[config.mk]
export PLATFORM = sky130hd
export DESIGN_NAME = jtopl_eg_sched_flat
export DESIGN_NICKNAME = d
export VERILOG_FILES = /design/src/rtl/jtopl_eg_sched_if.sv /design/src/rtl/jtopl_eg_sched.sv /design/src/flat_wrapper.sv
export SDC_FILE = /design/constraint.sdc
export NUM_CORES = 1
export LEC_CHECK = 0
export ABC_AREA = 1
export BUFFER_PORTS_ARGS = -buffer_cell sky130_fd_sc_hd__buf_2
export CAP_MARGIN = 40
export CORE_MARGIN = 4
export CORE_UTILIZATION = 69
export CTS_BUF_LIST = sky130_fd_sc_hd__clkbuf_2 sky130_fd_sc_hd__clkbuf_4 sky130_fd_sc_hd__clkbuf_8
export DETAILED_ROUTE_END_ITERATION = 8
export PLACE_DENSITY = 0.87
export SLEW_MARGIN = 20
export SYNTH_ARGS = -nofsm -noshare
export SYNTH_HDL_FRONTEND = slang
export SYNTH_SLANG_ARGS = --single-unit
[constraint.sdc]
create_clock -name clk -period 3.2 [get_ports clk]
set_input_delay 0.64 -clock clk [delete_from_list [all_inputs] [get_ports clk]]
set_output_delay 0.64 -clock clk [all_outputs]
set_load 0.02 [all_outputs]
[src/rtl/jtopl_eg_sched_if.sv]
// Register-side write port of the envelope slot scheduler.
// The requester holds wr_req until the scheduler answers with a one-clock wr_ack.
interface jtopl_eg_sched_if;
  logic       wr_req;
  logic [1:0] wr_sel;
  logic [4:0] wr_addr;
  logic [7:0] wr_data;
  logic       wr_ack;

  modport master (
    output wr_req,
    output wr_sel,
    output wr_addr,
    output wr_data,
    input  wr_ack
  );

  modport slave (
    input  wr_req,
    input  wr_sel,
    input  wr_addr,
    input  wr_data,
    output wr_ack
  );
endinterface

[src/rtl/jtopl_eg_sched.sv]
// Envelope-attenuation slot scheduler: stores per-operator and per-channel parameters and
// presents one registered, coherent parameter set per slot on every clock-enable.
module jtopl_eg_sched #(
  parameter int SLOTS = 18,
  parameter int CHANS = 9
) (
  input  logic              clk,
  input  logic              rst_n,
  input  logic              cen,
  jtopl_eg_sched_if.slave   wr,
  output logic [4:0]        slot,
  output logic              zero,
  output logic              valid,
  output logic [5:0]        tl,
  output logic [1:0]        ksl,
  output logic              amsen,
  output logic [3:0]        fnum,
  output logic [2:0]        block
);

  localparam int SW = 5;
  localparam int CW = $clog2(CHANS);
  localparam logic [4:0] SLOTS_W = 5'(SLOTS);
  localparam logic [4:0] CHANS_W = 5'(CHANS);
  localparam logic [4:0] LAST_W  = 5'(SLOTS - 1);

  localparam logic [1:0] SEL_KT  = 2'd0;
  localparam logic [1:0] SEL_AM  = 2'd1;
  localparam logic [1:0] SEL_CH  = 2'd2;

  logic [SW-1:0] cnt_r;
  logic          wr_ack_r;

  logic [5:0] tl_mem_r    [SLOTS];
  logic [1:0] ksl_mem_r   [SLOTS];
  logic       am_mem_r    [SLOTS];
  logic [3:0] fnum_mem_r  [CHANS];
  logic [2:0] block_mem_r [CHANS];

  logic          accept_s;
  logic          we_kt_s;
  logic          we_am_s;
  logic          we_ch_s;
  logic [SW-1:0] op_idx_s;
  logic [CW-1:0] ch_wr_idx_s;
  logic [CW-1:0] ch_rd_idx_s;

  // Slots in the upper half share the channel of slot s-CHANS.
  function automatic logic [CW-1:0] chan_of(input logic [SW-1:0] s);
    logic [SW-1:0] c;
    if (s < CHANS_W) begin
      c = s;
    end else begin
      c = s - CHANS_W;
    end
    return CW'(c);
  endfunction

  assign wr.wr_ack = wr_ack_r;

  // Write acceptance and field decode; out-of-range targets are acked without a store.
  always_comb begin
    accept_s    = wr.wr_req & ~wr_ack_r;
    we_kt_s     = 1'b0;
    we_am_s     = 1'b0;
    we_ch_s     = 1'b0;
    op_idx_s    = SW'(wr.wr_addr);
    ch_wr_idx_s = CW'(wr.wr_addr);
    if (accept_s) begin
      case (wr.wr_sel)
        SEL_KT:  we_kt_s = (wr.wr_addr < SLOTS_W);
        SEL_AM:  we_am_s = (wr.wr_addr < SLOTS_W);
        SEL_CH:  we_ch_s = (wr.wr_addr < CHANS_W);
        default: begin
          we_kt_s = 1'b0;
          we_am_s = 1'b0;
          we_ch_s = 1'b0;
        end
      endcase
    end else begin
      we_kt_s = 1'b0;
      we_am_s = 1'b0;
      we_ch_s = 1'b0;
    end
  end

  // Read side channel index for the slot being loaded.
  always_comb begin
    ch_rd_idx_s = chan_of(cnt_r);
  end

  // Write acknowledge: one clock high after each accepted write, blocks back-to-back accepts.
  always_ff @(posedge clk or negedge rst_n) begin
    if (!rst_n) begin
      wr_ack_r <= 1'b0;
    end else begin
      wr_ack_r <= accept_s;
    end
  end

  // Per-operator parameter storage.
  always_ff @(posedge clk or negedge rst_n) begin
    if (!rst_n) begin
      for (int i = 0; i < SLOTS; i++) begin
        tl_mem_r[i]  <= 6'd0;
        ksl_mem_r[i] <= 2'd0;
        am_mem_r[i]  <= 1'b0;
      end
    end else begin
      if (we_kt_s) begin
        tl_mem_r[op_idx_s]  <= wr.wr_data[5:0];
        ksl_mem_r[op_idx_s] <= wr.wr_data[7:6];
      end
      if (we_am_s) begin
        am_mem_r[op_idx_s] <= wr.wr_data[0];
      end
    end
  end

  // Per-channel parameter storage.
  always_ff @(posedge clk or negedge rst_n) begin
    if (!rst_n) begin
      for (int i = 0; i < CHANS; i++) begin
        fnum_mem_r[i]  <= 4'd0;
        block_mem_r[i] <= 3'd0;
      end
    end else if (we_ch_s) begin
      fnum_mem_r[ch_wr_idx_s]  <= wr.wr_data[3:0];
      block_mem_r[ch_wr_idx_s] <= wr.wr_data[6:4];
    end
  end

  // Slot scan: storage reads here see pre-write values, so a colliding write shows next pass.
  always_ff @(posedge clk or negedge rst_n) begin
    if (!rst_n) begin
      cnt_r <= 5'd0;
      slot  <= 5'd0;
      zero  <= 1'b0;
      valid <= 1'b0;
      tl    <= 6'd0;
      ksl   <= 2'd0;
      amsen <= 1'b0;
      fnum  <= 4'd0;
      block <= 3'd0;
    end else if (cen) begin
      slot  <= cnt_r;
      zero  <= (cnt_r == 5'd0);
      valid <= 1'b1;
      tl    <= tl_mem_r[cnt_r];
      ksl   <= ksl_mem_r[cnt_r];
      amsen <= am_mem_r[cnt_r];
      fnum  <= fnum_mem_r[ch_rd_idx_s];
      block <= block_mem_r[ch_rd_idx_s];
      cnt_r <= (cnt_r == LAST_W) ? 5'd0 : cnt_r + 5'd1;
    end
  end

endmodule

[src/flat_wrapper.sv]
// flat-port wrapper written by rule: the top's interface ports become plain ports
module jtopl_eg_sched_flat 
#(
  parameter int SLOTS = 18,
  parameter int CHANS = 9
)
  (clk, rst_n, cen, slot, zero, valid, tl, ksl, amsen, fnum, block, wr_wr_req, wr_wr_sel, wr_wr_addr, wr_wr_data, wr_wr_ack);
  jtopl_eg_sched_if wr_i ();
  input  logic clk;
  input  logic rst_n;
  input  logic cen;
  output logic [4:0] slot;
  output logic zero;
  output logic valid;
  output logic [5:0] tl;
  output logic [1:0] ksl;
  output logic amsen;
  output logic [3:0] fnum;
  output logic [2:0] block;
  input wire logic [$bits(wr_i.wr_req)-1:0] wr_wr_req;
  input wire logic [$bits(wr_i.wr_sel)-1:0] wr_wr_sel;
  input wire logic [$bits(wr_i.wr_addr)-1:0] wr_wr_addr;
  input wire logic [$bits(wr_i.wr_data)-1:0] wr_wr_data;
  output wire logic [$bits(wr_i.wr_ack)-1:0] wr_wr_ack;
  assign wr_i.wr_req = wr_wr_req;
  assign wr_i.wr_sel = wr_wr_sel;
  assign wr_i.wr_addr = wr_wr_addr;
  assign wr_i.wr_data = wr_wr_data;
  assign wr_wr_ack = wr_i.wr_ack;
  jtopl_eg_sched #(.SLOTS(SLOTS), .CHANS(CHANS)) u_core (.clk(clk), .rst_n(rst_n), .cen(cen), .wr(wr_i), .slot(slot), .zero(zero), .valid(valid), .tl(tl), .ksl(ksl), .amsen(amsen), .fnum(fnum), .block(block));
endmodule
## After elaboration in Yosys (flattened, before gate mapping)

Cells that the tools add are included.

- ROM bits: 0
- Bits in registers: 254
- Memory bits (writable): 0
- Memories: 0
- Input port bits: 19
- Latch bits: 0

- Eq/ne operators: 3
- $mul: 0
- Bitwise gates (word level): 6
- Muxes and demuxes: 38
- Div/mod/pow operators: 0
- Reductions and logical operators: 4
- Shifts and indexed selects: 0
- Order comparisons: 9
- Add/sub/neg operators: 2

Operator list:

| kind | count |
|---|---|
| 108-bit bitwise mux | 1 |
| 36-bit bitwise mux | 2 |
| 6-bit binary-select mux with 5-bit select | 1 |
| 6-bit demux with 5-bit select | 1 |
| 27-bit bitwise mux | 1 |
| 18-bit bitwise mux | 1 |
| 6-bit two-way mux | 3 |
| 4-bit binary-select mux with 4-bit select | 1 |
| 4-bit demux with 4-bit select | 1 |
| 4-bit two-way mux | 4 |
| 3-bit binary-select mux with 4-bit select | 1 |
| 3-bit demux with 4-bit select | 1 |
| 6-bit greater-or-equal comparator (second input constant) | 2 |
| 5-bit NOT with 6-bit output | 2 |
| 2-bit binary-select mux with 5-bit select | 1 |
| 2-bit demux with 5-bit select | 1 |
| 5-bit greater-or-equal comparator (second input constant) | 2 |
| 5-bit by 4-bit less-than comparator with 1-bit output (second input constant) | 2 |
| 4-bit NOT with 5-bit output | 2 |
| 1-bit two-way mux | 9 |
| 3-bit two-way mux | 3 |
| 6-bit by 1-bit less-than comparator with 1-bit output (second input constant) | 1 |
| 2-bit two-way mux | 3 |
| 5-bit by 1-bit adder with 5-bit output (second input constant) | 1 |
| 14 further kinds | 15 |

## Longest topological paths before layout

Gate-level depths: netlist of the first run.

- Depth in word-level cells: 6
- Depth in mapped cells: 13

## Worst setup path before layout of the first run

Ideal clock, no wire load.

- Path kind: flip-flop to flip-flop
- Start point: register u_core.cnt_r[0]
- End point: register u_core.block[1]
- Arrival: 2.058 ns
- Library setup time: 0.077 ns
- Path buffers: 4
- Path slack: 1.064 ns
- Stages on the path, launching flop included: 14
- Data required time: 3.123 ns
- Path through: dfrtp_1 > inv_1 > buf_2 > clkbuf_1 > buf_2 > ha_1 > inv_1 > nand2_1 > nand2_1 > buf_4 > nand3_1 > nand3_1 > nand3_1 > a21oi_1

- Longest elaborated chain between the ends: 6
- Elaborated cells on any way between the ends: 7
- Classes of those cells: add/sub: 1; order compare: 1; mux: 4; bitwise: 1

RTL lines:

| element | line | source |
|---|---|---|
| from (decl) | jtopl_eg_sched.sv:31 | `logic [SW-1:0] cnt_r;` |
| from (signal assigned) | jtopl_eg_sched.sv:154 | `cnt_r <= (cnt_r == LAST_W) ? 5'd0 : cnt_r + 5'd1;` |
| 4-bit subtractor or 5-bit by 4-bit less-than comparator with 1-bit output (tied branches) | jtopl_eg_sched.sv:54, jtopl_eg_sched.sv:51 |  |
| 4-bit two-way mux * | jtopl_eg_sched.sv:51 | `if (s < CHANS_W) begin` |
| 4-bit NOT with 5-bit output (implied by the code) * | jtopl_eg_sched.sv:153 | `block <= block_mem_r[ch_rd_idx_s];` |
| 3-bit binary-select mux with 4-bit select * | jtopl_eg_sched.sv:153 |  |
| 3-bit two-way mux (implied by the code) * (2 in series) | jtopl_eg_sched.sv:153 |  |
| to (signal assigned) | jtopl_eg_sched.sv:153 |  |
| to (decl) | jtopl_eg_sched.sv:18 | `output logic [2:0] block` |

Mark *: on every way between the ends. The rest lies on a longest branch, timed or not. The select of a mux whose other input is x is not followed.
A chain may end at the register's enable or synchronous reset.

## Worst setup path in the final report of the first run

- Start point: register u_core.cnt_r[2]
- End point: register u_core.fnum[2]

- Longest elaborated chain between the ends: 6
- Elaborated cells on any way between the ends: 7
- Classes of those cells: add/sub: 1; order compare: 1; mux: 4; bitwise: 1

RTL lines:

| element | line | source |
|---|---|---|
| 4-bit subtractor or 5-bit by 4-bit less-than comparator with 1-bit output (tied branches) | jtopl_eg_sched.sv:54, jtopl_eg_sched.sv:51 |  |
| 4-bit two-way mux * | jtopl_eg_sched.sv:51 |  |
| 4-bit NOT with 5-bit output (implied by the code) * | jtopl_eg_sched.sv:152 | `fnum <= fnum_mem_r[ch_rd_idx_s];` |
| 4-bit binary-select mux with 4-bit select * | jtopl_eg_sched.sv:152 |  |
| 4-bit two-way mux (implied by the code) * (2 in series) | jtopl_eg_sched.sv:152 |  |
| to (signal assigned) | jtopl_eg_sched.sv:152 |  |
| to (decl) | jtopl_eg_sched.sv:17 | `output logic [3:0] fnum,` |

Marks and branches as above.

==> results_tabular.tex, run 1 <==
\begin{tabular}{lr}
\hline
Metric & Value \\
\hline
\multicolumn{2}{l}{\textbf{Clock tree}} \\
\quad Clk pin slew, worst setup/hold paths & $\sim$0.07 ns \\
\quad Clock tree root driver cell & sky130\_fd\_sc\_hd\_\_clkbuf\_8 \\
\quad Clock net sink count & 254 \\
\quad Total of cells resized after clock tree synthesis & 0 \\
\quad Post-CTS Setup Bufs & 0 \\
\quad TritonCTS buffer count & 41 \\
\quad Quantity of hold-fixing buffers added after cts & 0 \\
\quad Clk\_lat worst skew & around 0.56 ns \\
\quad Clock tree from TritonCTS & yes \\
\quad Max Root-Sink Buffers & 3 \\
\quad H-tree lvl count & 2 \\
\multicolumn{2}{l}{\textbf{Floorplanning}} \\
\quad Starting utilization of the core area & 0.7070 \\
\quad Die ar. & about 19000 sq um \\
\quad Rows & between 40 and 50 \\
\quad Horizontal die dimension & approximately 140 microns \\
\quad Number of top-level design ports & 43 \\
\quad Floorplan Core Area & 16700 sq um \\
\quad Vertical die dimension & $\sim$140 microns \\
\multicolumn{2}{l}{\textbf{Global routing}} \\
\quad Vias in the first global route & 10470 \\
\quad Largest net degree at the start of global routing & 71 \\
\quad GRT Overall Usage & 0.3317 \\
\quad First-pass GRT wire length & roughly 52 mm \\
\quad Global route total overflow & 0 \\
\quad Antenna violations before repair & 0 \\
\multicolumn{2}{l}{\textbf{Timing}} \\
\quad RSZ-0062 raised after global routing & false \\
\quad Count of pins over their slew limit & 0 \\
\quad Minimum clock period after layout & 2.514 ns \\
\quad Final worst slack & slightly below 0.7 ns \\
\quad Setup Total Neg Slack & 0 ns \\
\quad Number of endpoints failing setup at the final stage & 0 \\
\quad Period Utilization, post-route & 0.7856 \\
\quad Final Hold Vio Count & 0 \\
\quad Tightest hold margin & about 0.055 ns \\
\quad Final clock skew & 0.02964 ns \\
\quad Max Clk Rate & just under 400 MHz \\
\quad Worst Max-Slew Pin Slew & about 0.83 ns \\
\quad Max-Slew Margin vs Limit & 0.4482 \\
\multicolumn{2}{l}{\textbf{Yosys}} \\
\quad Syn Inst Count & about 1500 \\
\quad Number of warnings issued by yosys & 0 \\
\quad Count of different cell masters after synthesis & 30 \\
\quad Synthesized net count & 1498 \\
\quad \#FFs+latches synth & approximately 250 \\
\quad Sequential cell area fraction in the yosys report & 0.5383 \\
\quad Post-synthesis instance area & approximately 12000 sq um \\
\quad Avg Synthesized Cell Area & 8.005 sq um \\
\multicolumn{2}{l}{\textbf{Worst setup path}} \\
\quad Critical path peak fanout & 16 \\
\quad Setup slack of the worst register-to-register path & 0.69 ns \\
\quad RR Endpoint & u\_core.fnum[2] \\
\quad Worst setup path startpoint & u\_core.cnt\_r[2] \\
\quad Category of the most critical setup path & reg2reg \\
\quad R2r startpoint & u\_core.cnt\_r[2] \\
\quad Endpoint of the most critical setup path & u\_core.fnum[2] \\
\quad Worst r2r path cells & 9 \\
\quad Arrival @ worst endpoint & a little under 3 ns \\
\quad Worst Path Required & $\sim$3.7 ns \\
\quad Type of origin of the critical path & flop \\
\quad Type of destination of the critical path & flop \\
\multicolumn{2}{l}{\textbf{Finish}} \\
\quad Final cell count without fillers & between 1500 and 2000 \\
\quad Final net count & around 1500 \\
\quad Design Area, Final & 13010 sq um \\
\quad Fraction of the core area covered by cells at the end of the flow & 0.7789 \\
\quad Signed area change from the synthesized netlist to the final layout & 10.17\% \\
\quad Number of diodes & 0 \\
\quad Top library cells by usage in the layout, fill and taps aside & 364 x sky130\_fd\_sc\_hd\_\_nand2\_1, 326 x sky130\_fd\_sc\_hd\_\_o21ai\_0, 252 x sky130\_fd\_sc\_hd\_\_dfrtp\_1 \\
\quad Ratio of cells with drive above 1 in the final layout & 0.09624 \\
\quad Most frequent standard cell in the layout excluding fill and tap cells & sky130\_fd\_sc\_hd\_\_nand2\_1 \\
\multicolumn{2}{l}{\textbf{Drt}} \\
\quad Total Wirelength & between 30 and 40 mm \\
\quad DR iter-0 viols & 1283 \\
\quad Remaining design rule violation count & 0 \\
\quad Routed via count divided by cell count & just over 6 \\
\quad Router iterations before antenna repair & 6 \\
\quad Per-cell routed wire length & approximately 18 microns \\
\quad Total via count in the routed design & 10600 \\
\quad Detail Route Antenna Nets & 0 \\
\multicolumn{2}{l}{\textbf{Power}} \\
\quad Ratio of total power to cell area & 759.7 nW/um\^{}2 \\
\quad Share of total power in combinational logic & 0.319 \\
\quad Sequential group share of total power & 0.379 \\
\quad Switching power total & 3.724 mW \\
\quad Relative contribution of the clock network to total power & 0.302 \\
\quad Leak Pwr & approximately 6.1 nW \\
\quad Worst vdd ir & 0.5318 mV \\
\quad Final Power & 9.883 mW \\
\quad Switching Share & 0.3768 \\
\quad Cell-internal power & a little over 6 mW \\
\multicolumn{2}{l}{\textbf{Placed design}} \\
\quad Sum of net half-perimeters after detailed placement & between 20 and 25 mm \\
\quad Placed standard-cell area & roughly 12000 sq um \\
\quad Number of placed instances, taps included & 1664 \\
\quad Last weighted congestion value of the routability-driven placer & roughly 0.94 \\
\quad Place WS & 0.6729 ns \\
\quad Port buffer count & 42 \\
\multicolumn{2}{l}{\textbf{Hold path}} \\
\quad Class of the tightest hold or removal check & in2async \\
\multicolumn{2}{l}{\textbf{Run status}} \\
\quad Status & finished clean \\
\multicolumn{2}{l}{\textbf{Flow run}} \\
\quad Max-cap violations & 0 \\
\hline
\end{tabular}
## worst min-delay path by stage
stage | slack (ns) | to
after global placement | 0.43 | u_core.wr.wr_ack
final | 0.05 | u_core.fnum_mem_r[5]
after floorplan | 0.34 | u_core.am_mem_r[0]
after CTS | 0.06 | u_core.fnum_mem_r[5]
after detailed placement | 0.43 | u_core.wr.wr_ack
after global routing | 0.09 | u_core.tl_mem_r[4]
## area by class of cell
| class | count | area [sq um] |
|---|---|---|
| clock inverters | 4 | 47.55 |
| fillers | 1128 | 3692 |
| inverters | 98 | 367.9 |
| clock buffers | 68 | 835.8 |
| repair buffers | 65 | 460.4 |
| flip-flops and latches | 254 | 6359 |
| well taps | 220 | 275.3 |
| multi-input cells | 1028 | 4663 |
## cells by family after synthesis
logic type | share of synthesized area
adders and majority gates | 0.004239
DFF | 0.5383
buffers and inverters | 0.06676
AOI/OAI and AO/OA | 0.1636
xor gates and xnor gates | 0.002226
and+or+nand+nor | 0.2249
## power groups by stage
stage,sequential [mW],clock (mW),combinational (mW)
after detailed placement,3.78,0,3.02
after global placement,3.77,0,2.95
after floorplan,3.82,0,2.06
after CTS,3.73,3.00,3.07
after global routing,3.77,3.15,3.47
final,3.74,2.98,3.16
## routing by layer
metal,global-route usage,vias up,share of wire
met1,0.4299,4991,0.38
li1,-,4870,-
met2,0.5321,606,0.48
met4,0.1699,0,0.049
met3,0.07207,128,0.093
met5,0,-,0
## worst max-delay path, stage by stage, from the launching register on
cell                      delay [ns]
sky130_fd_sc_hd__dfrtp_1        0.60
sky130_fd_sc_hd__nor2_1         0.23
sky130_fd_sc_hd__nand2_1        0.12
sky130_fd_sc_hd__nand2_1        0.11
sky130_fd_sc_hd__nand2_1        0.13
sky130_fd_sc_hd__o21ai_2        0.49
sky130_fd_sc_hd__inv_1          0.29
sky130_fd_sc_hd__nand3_1        0.16
sky130_fd_sc_hd__nand3_1        0.11
sky130_fd_sc_hd__a21oi_1        0.18
## flip-flops by register name, indices dropped and copies added (netlist names), 2 cells and up
register / cells
u_core.tl_mem_r: 108
u_core.fnum_mem_r: 36
u_core.ksl_mem_r: 36
u_core.block_mem_r: 27
u_core.am_mem_r: 18
u_core.tl: 6
u_core.cnt_r: 5
u_core.slot: 5
u_core.fnum: 4
u_core.block: 3
u_core.ksl: 2
## cell usage after synthesis, drive strengths merged
cell type	number	area share
nor2	154	0.050
o21ai	328	0.14
clkinv	1	0.00032
xnor2	1	0.00074
nand4	21	0.011
a31oi	4	0.0021
o22ai	2	0.0011
o311ai	8	0.0059
nand3b	14	0.0089
a21boi	1	0.00064
a21oi	30	0.013
inv	97	0.031
a32o	1	0.00085
clkbuf	66	0.021
nand2	364	0.12
or2	1	0.00053
dfrtp	254	0.54
xor2	2	0.0015
nand3	84	0.036
o211ai	1	0.00064
buf	29	0.015
nor3	8	0.0034
ha	4	0.0042
Power figures use the tool's default switching activity.
==> run 2: changes to the inputs <==
--- a/config.mk
+++ b/config.mk
@@ -5,14 +5,14 @@
 export SDC_FILE = /design/constraint.sdc
 export NUM_CORES = 1
 export LEC_CHECK = 0
-export ABC_AREA = 1
+export ABC_AREA = 0
 export BUFFER_PORTS_ARGS = -buffer_cell sky130_fd_sc_hd__buf_2
 export CAP_MARGIN = 40
 export CORE_MARGIN = 4
-export CORE_UTILIZATION = 69
+export CORE_UTILIZATION = 58
 export CTS_BUF_LIST = sky130_fd_sc_hd__clkbuf_2 sky130_fd_sc_hd__clkbuf_4 sky130_fd_sc_hd__clkbuf_8
 export DETAILED_ROUTE_END_ITERATION = 8
-export PLACE_DENSITY = 0.87
+export PLACE_DENSITY = 0.78
 export SLEW_MARGIN = 20
 export SYNTH_ARGS = -nofsm -noshare
 export SYNTH_HDL_FRONTEND = slang
==> constraint.sdc (replaced) <==
create_clock -name clk -period 2.3 [get_ports clk]
set_input_delay 0.46 -clock clk [delete_from_list [all_inputs] [get_ports clk]]
set_output_delay 0.46 -clock clk [all_outputs]
set_load 0.02 [all_outputs]
==> results_tabular.tex, run 2 <==
\begin{tabular}{lr}
\hline
Metric & Value \\
\hline
\multicolumn{2}{l}{\textbf{Hold path}} \\
\quad Class of the tightest hold or removal check & in2reg \\
\quad Number of stages on the worst hold path & 3 \\
\multicolumn{2}{l}{\textbf{Yosys}} \\
\quad Multiplexer share of the synthesized area & 0.3320 (+0.3320) \\
\quad Fraction of synthesis flops using an asynchronous set or reset pin & 1.000 (unchanged) \\
\quad Avg Synthesized Cell Area & 14.45 sq um (+80\%) \\
\quad Simple-gate share of the synthesized area & 0.06819 (-0.1567) \\
\quad Number of warnings issued by yosys & 0 (unchanged) \\
\quad Sequential cell area fraction in the yosys report & 0.5346 (-0.003739) \\
\quad Cell types with the largest area share after synthesis & sky130\_fd\_sc\_hd\_\_dfrtp\_1 53\%, sky130\_fd\_sc\_hd\_\_mux2\_2 22\%, sky130\_fd\_sc\_hd\_\_mux4\_2 4.7\% \\
\quad Count leader, synth & sky130\_fd\_sc\_hd\_\_dfrtp\_1 \\
\quad Compound-gate portion of the synthesized area & 0.03578 (-0.1278) \\
\quad Count of different cell masters after synthesis & 56 (+87\%) \\
\quad \#FFs+latches synth & 254 (unchanged) \\
\quad Number of enable-type register cells in the synthesized netlist & 0 (unchanged) \\
\quad Share of the synthesized area in the top cell type & 0.5346 (-0.003739) \\
\quad Adder-cell area share of the yosys netlist & 0.004209 (-0.00002944) \\
\quad Most area-hungry cell type in the Yosys netlist & sky130\_fd\_sc\_hd\_\_dfrtp\_1 \\
\quad Largest family of logic cells by synthesized area & multiplexers \\
\quad XOR/XNOR share of the synthesized area & 0.0007366 (-0.001489) \\
\quad Post-synthesis instance area & 11890 sq um (+0.70\%) \\
\quad Most used flip-flop cell after synthesis & sky130\_fd\_sc\_hd\_\_dfrtp\_1 \\
\quad Synthesized net count & 846 (-44\%) \\
\quad Most frequent cells after synthesis & 254 x sky130\_fd\_sc\_hd\_\_dfrtp\_1, 230 x sky130\_fd\_sc\_hd\_\_mux2\_2, 58 x sky130\_fd\_sc\_hd\_\_nand2\_1 \\
\quad Syn Inst Count & 823 (-44\%) \\
\multicolumn{2}{l}{\textbf{Worst setup path}} \\
\quad Critical Path Slowest Stage Cell & sky130\_fd\_sc\_hd\_\_mux4\_1 \\
\quad Largest delay contributor family on the critical path & multiplexers \\
\quad Worst Path Required & 2.71 ns (-0.96 ns) \\
\quad Worst r2r path cells & 5 (-4) \\
\quad Critical path peak fanout & 24 (+8) \\
\quad Count of buffering cells on the critical path with inverters included & 1 (unchanged) \\
\quad Type of origin of the critical path & flop \\
\quad Category of the most critical setup path & reg2reg \\
\quad Type of destination of the critical path & flop \\
\quad Count of cell instances traversed by the critical path & 5 (-4) \\
\quad Ordered list of cells on the worst path & buf\_12, mux4\_1, mux4\_2, nand2b\_1, o221ai\_1 \\
\quad Arrival @ worst endpoint & 2.61 ns (-0.37 ns) \\
\quad Crit path largest cell delay & 0.66 ns (+0.06 ns) \\
\multicolumn{2}{l}{\textbf{Timing}} \\
\quad Max Clk Rate & 453.4 MHz (+14\%) \\
\quad Setup Total Neg Slack & 0 ns (unchanged) \\
\quad Minimum clock period after layout & 2.205 ns (-0.3088 ns) \\
\quad RSZ-0062 raised after global routing & false \\
\quad Final clock skew & 0.02865 ns (-0.0009845 ns) \\
\quad Max-Slew Margin vs Limit & 0.4556 (+0.007377) \\
\quad Final Hold Vio Count & 0 (unchanged) \\
\quad Number of endpoints failing setup at the final stage & 0 (unchanged) \\
\quad Worst Max-Slew Pin Slew & 0.8166 ns (-0.01015 ns) \\
\quad Period Utilization, post-route & 0.9588 (+0.1732) \\
\quad Count of pins over their slew limit & 0 (unchanged) \\
\multicolumn{2}{l}{\textbf{Floorplanning}} \\
\quad Die ar. & 22860 sq um (+19\%) \\
\quad Number of top-level design ports & 43 (unchanged) \\
\quad Starting utilization of the core area & 0.5895 (-0.1175) \\
\quad Horizontal die dimension & 151.2 microns (+8.9\%) \\
\quad Rows & 52 (+11\%) \\
\quad Vertical die dimension & 151.2 microns (+8.9\%) \\
\quad Floorplan Core Area & 20170 sq um (+21\%) \\
\multicolumn{2}{l}{\textbf{Clock tree}} \\
\quad TritonCTS buffer count & 41 (unchanged) \\
\quad Clock net sink count & 254 (unchanged) \\
\quad Clock tree from TritonCTS & yes \\
\quad H-tree lvl count & 2 (unchanged) \\
\quad Clock tree root driver cell & sky130\_fd\_sc\_hd\_\_clkbuf\_8 \\
\quad Max Root-Sink Buffers & 3 (unchanged) \\
\quad Clk\_lat worst skew & 0.56 ns (about the same) \\
\quad Clk pin slew, worst setup/hold paths & 0.07 ns (about the same) \\
\multicolumn{2}{l}{\textbf{Global routing}} \\
\quad Largest net degree at the start of global routing & 68 (-4.2\%) \\
\quad First-pass GRT wire length & 44.42 mm (-15\%) \\
\quad Global route total overflow & 0 (unchanged) \\
\quad Vias in the first global route & 7865 (-25\%) \\
\quad Antenna violations before repair & 0 (unchanged) \\
\quad GRT Overall Usage & 0.2539 (-0.07782) \\
\multicolumn{2}{l}{\textbf{Drt}} \\
\quad Total Wirelength & 27.49 mm (-13\%) \\
\quad Length of routed met3 wiring & 1.619 mm (-45\%) \\
\quad Routed via count divided by cell count & 6.174 (+1.2\%) \\
\quad Detail Route Antenna Nets & 0 (unchanged) \\
\quad DR iter-0 viols & 664 (-48\%) \\
\quad Routed length on met1 & 11.95 mm (-0.47\%) \\
\quad Highest metal layer with signal wires & met4 \\
\quad Total via count in the routed design & 7396 (-30\%) \\
\quad Total length of routed met2 wires & 13.39 mm (-12\%) \\
\quad Per-cell routed wire length & 22.95 microns (+26\%) \\
\quad Router iterations before antenna repair & 5 (-1) \\
\quad Remaining design rule violation count & 0 (unchanged) \\
\multicolumn{2}{l}{\textbf{Placed design}} \\
\quad Sum of net half-perimeters after detailed placement & 18.41 mm (-8.3\%) \\
\quad Port buffer count & 42 (unchanged) \\
\quad Last weighted congestion value of the routability-driven placer & 0.8447 (-9.9\%) \\
\multicolumn{2}{l}{\textbf{Finish}} \\
\quad Most flops, register & u\_core.tl\_mem\_r \\
\quad Signed area change from the synthesized netlist to the final layout & 13.23\% \\
\quad Most frequent standard cell in the layout excluding fill and tap cells & sky130\_fd\_sc\_hd\_\_dfrtp\_1 \\
\quad Number of diodes & 0 (unchanged) \\
\quad Top library cells by usage in the layout, fill and taps aside & 253 x sky130\_fd\_sc\_hd\_\_dfrtp\_1, 230 x sky130\_fd\_sc\_hd\_\_mux2\_2, 58 x sky130\_fd\_sc\_hd\_\_nand2\_1 \\
\quad Ratio of cells with drive above 1 in the final layout & 0.4677 (+0.3714) \\
\quad Largest registers & u\_core.tl\_mem\_r x108, u\_core.fnum\_mem\_r x36, u\_core.ksl\_mem\_r x36 \\
\quad Flip-flop count of the largest register after layout & 108 (unchanged) \\
\quad Layout fillers & 1395 (+24\%) \\
\quad Final net count & 927 (-39\%) \\
\multicolumn{2}{l}{\textbf{Power}} \\
\quad Final Power & 11.95 mW (+21\%) \\
\quad Worst vdd ir & 0.3455 mV (-35\%) \\
\quad Leak Pwr & 6.617 nW (+7.7\%) \\
\quad Ratio of total power to cell area & 887.6 nW/um\^{}2 (+17\%) \\
\multicolumn{2}{l}{\textbf{Flow run}} \\
\quad Max-cap violations & 0 (unchanged) \\
\multicolumn{2}{l}{\textbf{Run status}} \\
\quad Status & finished clean \\
\hline
\end{tabular}
[run 2: cell types whose count changed after synthesis, moves of 25 or more]
cell	change
sky130_fd_sc_hd__nand2_1	-306
sky130_fd_sc_hd__nand3_1	-73
sky130_fd_sc_hd__mux4_2	+25
sky130_fd_sc_hd__nor2_1	-136
sky130_fd_sc_hd__o21ai_0	-321
sky130_fd_sc_hd__inv_1	-83
sky130_fd_sc_hd__mux2_2	+230
sky130_fd_sc_hd__a21oi_1	-27
sky130_fd_sc_hd__clkbuf_1	-37
[run 2: power by group]
group / total, mW / leakage (nW) / switching [mW] / internal, mW
clock network: 3.94 / 0.434 / 1.72 / 2.22
logic: 2.85 / 2.72 / 1.60 / 1.25
registers: 5.16 / 3.46 / 0.283 / 4.88
total: 11.9 / 6.62 / 3.61 / 8.34
[run 2: repair_timing]
| action | CTS | global route |
|---|---|---|
| hold buffers | 1 | 0 |
| hold endpoints to repair | 59 | 0 |
| gates resized for setup | 0 | 1 |
| setup buffers | 0 | 2 |
| setup endpoints to repair | 0 | 10 |
[run 2: stage by stage]
stage               area [sq um]    util  cells  hold slack [ns]  setup slack [ns]
global placement           12610  0.6250   1128           0.4505           0.09531
finish                     13460  0.6675   1198           0.1967           0.09468
detailed placement         12610  0.6250   1128           0.4446           0.04693
CTS                        13450  0.6666   1196           0.1738           0.03728
floorplan                  11890       -    823           0.1644           0.02720
global route               13460  0.6675   1198           0.1809           0.07209
[run 2: path summary, 6_finish.rpt]
kind,from,slack (ns),to
setup / recovery,u_core.cnt_r[0],0.09,u_core.tl[3]
hold / removal,wr_wr_req,0.20,u_core.wr.wr_ack
setup reg to reg,u_core.cnt_r[0],0.09,u_core.tl[3]
hold reg to reg,u_core.valid,0.46,u_core.valid
max in group asynchronous,rst_n,1.07,u_core.fnum_mem_r[25]
min in group asynchronous,rst_n,0.46,u_core.fnum_mem_r[0]
[run 2: cells by family (layout without fill, tap and decap cells)]
logic type	count (synthesis)	after routing
AO/OA/AOI/OAI	55	55
XOR/XNOR	1	1
adder cells (fa/ha/maj)	4	4
buffers and inverters	61	166
flip-flops	254	254
multiplexers	300	300
AND/OR/NAND/NOR	148	148
[run 2: routing by layer]
| metal | vias up | track usage |
|---|---|---|
| met5 | - | 0 |
| met1 | 3873 | 0.3580 |
| met3 | 44 | 0.05236 |
| met4 | 0 | 0.07298 |
| li1 | 3230 | - |
| met2 | 249 | 0.4045 |
[run 2: cell type report]
| cell class | count | area [sq um] | area share |
|---|---|---|---|
| flip-flops and latches | 254 | 6357 | 0.4722 |
| inverters | 12 | 45.04 | 0.003346 |
| clock inverters | 7 | 72.57 | 0.005390 |
| repair buffers | 87 | 648.1 | 0.04814 |
| clock buffers | 60 | 757.0 | 0.05623 |
| multi-input cells | 508 | 5245 | 0.3896 |
| well taps | 270 | 337.8 | 0.02509 |
[run 2: worst min-delay path, cell delays in order]
cell and delay [ns]:
sky130_fd_sc_hd__buf_2 0.11, sky130_fd_sc_hd__nand2b_4 0.08, sky130_fd_sc_hd__inv_1 0.06
